==> src/rtl/phase_sequencer.sv <==
// Instruction phase sequencer: one-hot phase enables driven from a free-running phase
// counter, with RUN/STEP/HALTED modes, a halt deferred to the instruction boundary and a retired-instruction count.
module phase_sequencer #(
    parameter int NUM_PHASES = 5,
    parameter int PHASE_W    = 3,
    parameter int COUNT_W    = 16
) (
    input  logic                  clock,
    input  logic                  reset,
    input  logic                  exec,
    input  logic                  step,
    input  logic                  halt,
    output logic                  register_reset,
    output logic [PHASE_W-1:0]    phase,
    output logic [NUM_PHASES-1:0] phase_en,
    output logic                  running,
    output logic                  halted,
    output logic [COUNT_W-1:0]    instr_count
);

    typedef enum logic [1:0] {
        IDLE   = 2'd0,
        RUN    = 2'd1,
        STEP   = 2'd2,
        HALTED = 2'd3
    } state_t;

    localparam logic [PHASE_W-1:0] LAST_PHASE = PHASE_W'(NUM_PHASES - 1);

    state_t             state;
    logic               exec_q;
    logic               step_q;
    logic               exec_p;
    logic               step_p;
    logic               active;
    logic               last_phase;
    logic [PHASE_W-1:0] phase_next;

    assign register_reset = reset;

    assign exec_p     = exec & ~exec_q;
    assign step_p     = step & ~step_q;
    assign active     = (state == RUN) || (state == STEP);
    assign last_phase = (phase == LAST_PHASE);
    // An explicit wrap keeps phase below NUM_PHASES when it is not a power of two.
    assign phase_next = last_phase ? '0 : phase + PHASE_W'(1);

    assign running = active;
    assign halted  = (state == HALTED);

    always_comb begin
        phase_en = '0;
        for (int i = 0; i < NUM_PHASES; i++) begin
            phase_en[i] = active && (phase == PHASE_W'(i));
        end
    end

    always_ff @(posedge clock or posedge reset) begin
        if (reset) begin
            state       <= IDLE;
            phase       <= '0;
            instr_count <= '0;
            exec_q      <= 1'b0;
            step_q      <= 1'b0;
        end else begin
            exec_q <= exec;
            step_q <= step;

            // The current phase always completes, even on the clock that leaves RUN or STEP.
            if (active) begin
                phase <= phase_next;
                if (last_phase) begin
                    instr_count <= instr_count + COUNT_W'(1);
                end
            end

            case (state)
                IDLE: begin
                    if (exec_p) begin
                        state <= RUN;
                    end else if (step_p) begin
                        state <= STEP;
                    end
                end
                RUN: begin
                    if (exec_p) begin
                        state <= IDLE;
                    end else if (halt && last_phase) begin
                        state <= HALTED;
                    end
                end
                STEP: begin
                    if (last_phase) begin
                        state <= halt ? HALTED : IDLE;
                    end
                end
                HALTED: begin
                    if (exec_p) begin
                        state <= RUN;
                    end else if (step_p) begin
                        state <= STEP;
                    end
                end
                default: state <= IDLE;
            endcase
        end
    end

endmodule

==> config.mk <==
export PLATFORM = sky130hd
export DESIGN_NAME = phase_sequencer
export DESIGN_NICKNAME = d
export VERILOG_FILES = /design/src/rtl/phase_sequencer.sv
export SDC_FILE = /design/constraint.sdc
export NUM_CORES = 1
export LEC_CHECK = 0
export ABC_AREA = 0
export CAP_MARGIN = 20
export CORE_MARGIN = 2
export CORE_UTILIZATION = 43
export DETAILED_ROUTE_END_ITERATION = 8
export GPL_TIMING_DRIVEN = 0
export PLACE_DENSITY = 0.82
export SLEW_MARGIN = 10
export SYNTH_ARGS = -nofsm -noshare
export SYNTH_HDL_FRONTEND = slang
export SYNTH_SLANG_ARGS = --single-unit
==> constraint.sdc <==
create_clock -name clock -period 1.9 [get_ports clock]
set_clock_uncertainty 0.2 [all_clocks]
set_input_delay 0.38 -clock clock [delete_from_list [all_inputs] [get_ports clock]]
set_output_delay 0.38 -clock clock [all_outputs]
set_load 0.01 [all_outputs]
==> results.json <==
{
  "placed_cell_area_sq_um": 1555,
  "required_ps": 1320,
  "drive_gt1_share_pct": 47.43,
  "dr_total_vias": 1058,
  "hold_class": "reg -> reg",
  "drt-met1-wl_um": 1144,
  "slew_headroom_pct": 40.48,
  "clock_sinks": 23,
  "drt_iter0_drc": 13,
  "failed_checks": "negative setup slack",
  "cts_max_level": 1,
  "fmax_mhz": 494.0,
  "dp.cells": 171,
  "synth_warnings": 0,
  "netlist.area_leader.share_pct": 47.87,
  "drtAntennaViolNets": 0,
  "maxCapViolations": 0,
  "routabilityCongestion": 0.8011,
  "synthFlopType": "dfrtp_1",
  "diodes": 0,
  "synth.largest_area_cell": "dfrtp_1",
  "fp.coreArea_sq_um": 2710,
  "die_h_um": 56.88,
  "ys_top_cells_by_count": "dfrtp_1, xnor2_1, ha_1",
  "syn_avg_cell_area_sq_um": 11.03,
  "dr.pass1.iters": 4,
  "root_buffer": "clkbuf_4",
  "slew_violations": 0,
  "synth_edf_count": 0,
  "dp_hpwl_um": 1681,
  "rsz0062_at_grt": "yes",
  "wl_um": 2950,
  "synthCells": 109,
  "hold_ws_ps": 286.0,
  "final_area_sq_um": 1961,
  "routed_via_density": 5.136,
  "clk_latency_ps": 320,
  "grt_pass1_vias": 1063,
  "die_area_sq_um": 3235,
  "powerDensity_nw_per_um2": 1219,
  "power_mw": 2.390,
  "dieWidth_um": 56.88,
  "syn-num-nets": 124,
  "synth_seq_cells": 23,
  "grt_first_pass_wirelength_um": 4560,
  "postLayoutCoreUtil_pct": 72.35,
  "critPathMaxFanout": 6,
  "yosysMostFrequentCell": "dfrtp_1",
  "start_util_pct": 44.37,
  "io_buffers": 31,
  "clockBufferDepth": 2,
  "grt_max_degree": 24,
  "io-pin-count": 32,
  "fin_crit_sh_pct": 106.5,
  "cp-end-kind": "output pin",
  "seq_area_frac_synth_pct": 47.87,
  "synth_area_leaders": "dfrtp_1, ha_1, xnor2_1",
  "routed.top_layer": "met4",
  "synthToLayoutAreaGrowth_pct": 63.06,
  "path_class": "reg -> out",
  "setup_violations": 16,
  "gr-usage-all-layers_pct": 18.33,
  "rows": 19,
  "min_period_ps": 2024,
  "ir_drop_uv": 1255,
  "path_clk_slew_ps": 130,
  "cp-start-kind": "flip-flop",
  "grt-ovfl-total": 0,
  "final_cells": 206,
  "worst_slack_ps": -124.2,
  "syn_area_sq_um": 1202,
  "wl_per_cell_um": 14.32,
  "synthArstFlopShare_pct": 100.0,
  "worst_pin_slew_ps": 891.7,
  "met3WireLength_um": 158,
  "critPathArrivalTime_ps": 1440,
  "finalNetCount": 191,
  "synth.distinct_cells": 28,
  "hold_viol_final": 0,
  "p_leak_nw": 1.023,
  "cts_buffers": 3,
  "wl_met2_um": 1577,
  "drcViolationCount": 0,
  "cts_hold_buf": 0,
  "antenna_found_initial": 0,
  "status": "complete, but fails checks",
  "cts_tree": "built"
}
==> cell usage in the layout, fill, tap and decap left out, types with 2 or more instances in the layout <==
master	netlist	layout
buf_4	2	31
buf_6	2	9
dlymetal6s2s_1	0	5
ha_1	10	5
buf_2	0	2
clkbuf_4	0	3
inv_1	8	5
clkdlybuf4s50_1	0	16
ha_4	0	2
xor2_1	2	2
nand2_1	9	5
mux2_4	0	2
and2_4	0	2
nor2_1	5	4
ha_2	0	3
xnor2_1	12	10
nand3_1	7	2
dlygate4sd2_1	0	3
nand3_2	0	5
xnor2_2	0	2
nand4_1	4	4
inv_2	0	2
and2_1	4	2
dfrtp_1	23	21
dfrtp_2	0	2
nand2_2	0	4
and4_4	1	2
mux2_2	4	2
==> sequential cells by signal, indices dropped and copies added (netlist names) <==
name,cells
exec_q,1
instr_count,16
phase,3
state,2
step_q,1
==> through the flow <==
step	setup slack (ps)	TNS [ps]
5_1_grt	-243.2	-2706
2_1_floorplan	-156.8	-720.8
4_1_cts	-251.3	-2592
6_report	-124.2	-1028
3_3_place_gp	-412.6	-3485
3_5_place_dp	-445.6	-4257
==> cells by family after synthesis <==
kind of cell    Yosys count  synth area share (%)
mux                       4                 3.746
simple gates             38                 16.96
compound gates            7                 3.851
buf+inv                  12                 5.619
xor+xnor                 15                 11.55
fa+ha+maj                10                 10.41
flops                    23                 47.87
==> power breakdown <==
group	internal [mW]	leakage, nW	switching, mW
sequential	0.583	0.300	0.0791
clock	0.0790	0.0177	0.160
combinational	0.846	0.706	0.643
total	1.51	1.02	0.882
==> final cells by class <==
type | instances | area (sq um)
buffer | 1 | 7.507
clock buffer | 3 | 22.52
clock inverter | 1 | 5.005
fill | 207 | 749.5
inverter | 8 | 32.53
multi-input combinational | 74 | 690.7
sequential | 23 | 578.1
tap | 31 | 38.79
timing repair buffer | 65 | 585.6
==> metal layers <==
layer,global-route usage (%),up-vias
met3,3.687,7
met1,21.24,520
met4,9.302,0
met2,31.69,37
li1,-,494
met5,0,-
==> path summary, 6_finish.rpt <==
kind | to | cells after the start | slack (ps) | from
worst max-delay path | phase_en[4] | 3 | -120 | state[1]$_DFFE_PP0P_
worst min-delay path | instr_count[15]$_DFFE_PP0P_ | 1 | 290 | instr_count[15]$_DFFE_PP0P_
worst max register to register | instr_count[8]$_DFFE_PP0P_ | 8 | -100 | state[1]$_DFFE_PP0P_
worst min register to register | instr_count[15]$_DFFE_PP0P_ | 1 | 290 | instr_count[15]$_DFFE_PP0P_
max in group asynchronous | phase[2]$_DFFE_PP0P_ | 2 | 530 | reset
min in group asynchronous | instr_count[7]$_DFFE_PP0P_ | 2 | 370 | reset
==> repair_timing <==
action                     CTS  global route
gates resized for setup     55            28
setup endpoints to repair   35            33
buffers inserted            23            12
cloned                       0             0
pin swaps                   10             9
==> worst max-delay path, cell delays in order, from the launching register on <==
cell     delay, ps
dfrtp_1        440
ha_4           320
and3b_2        240
buf_6          120
Note: power is estimated with default switching activity, not from simulation.
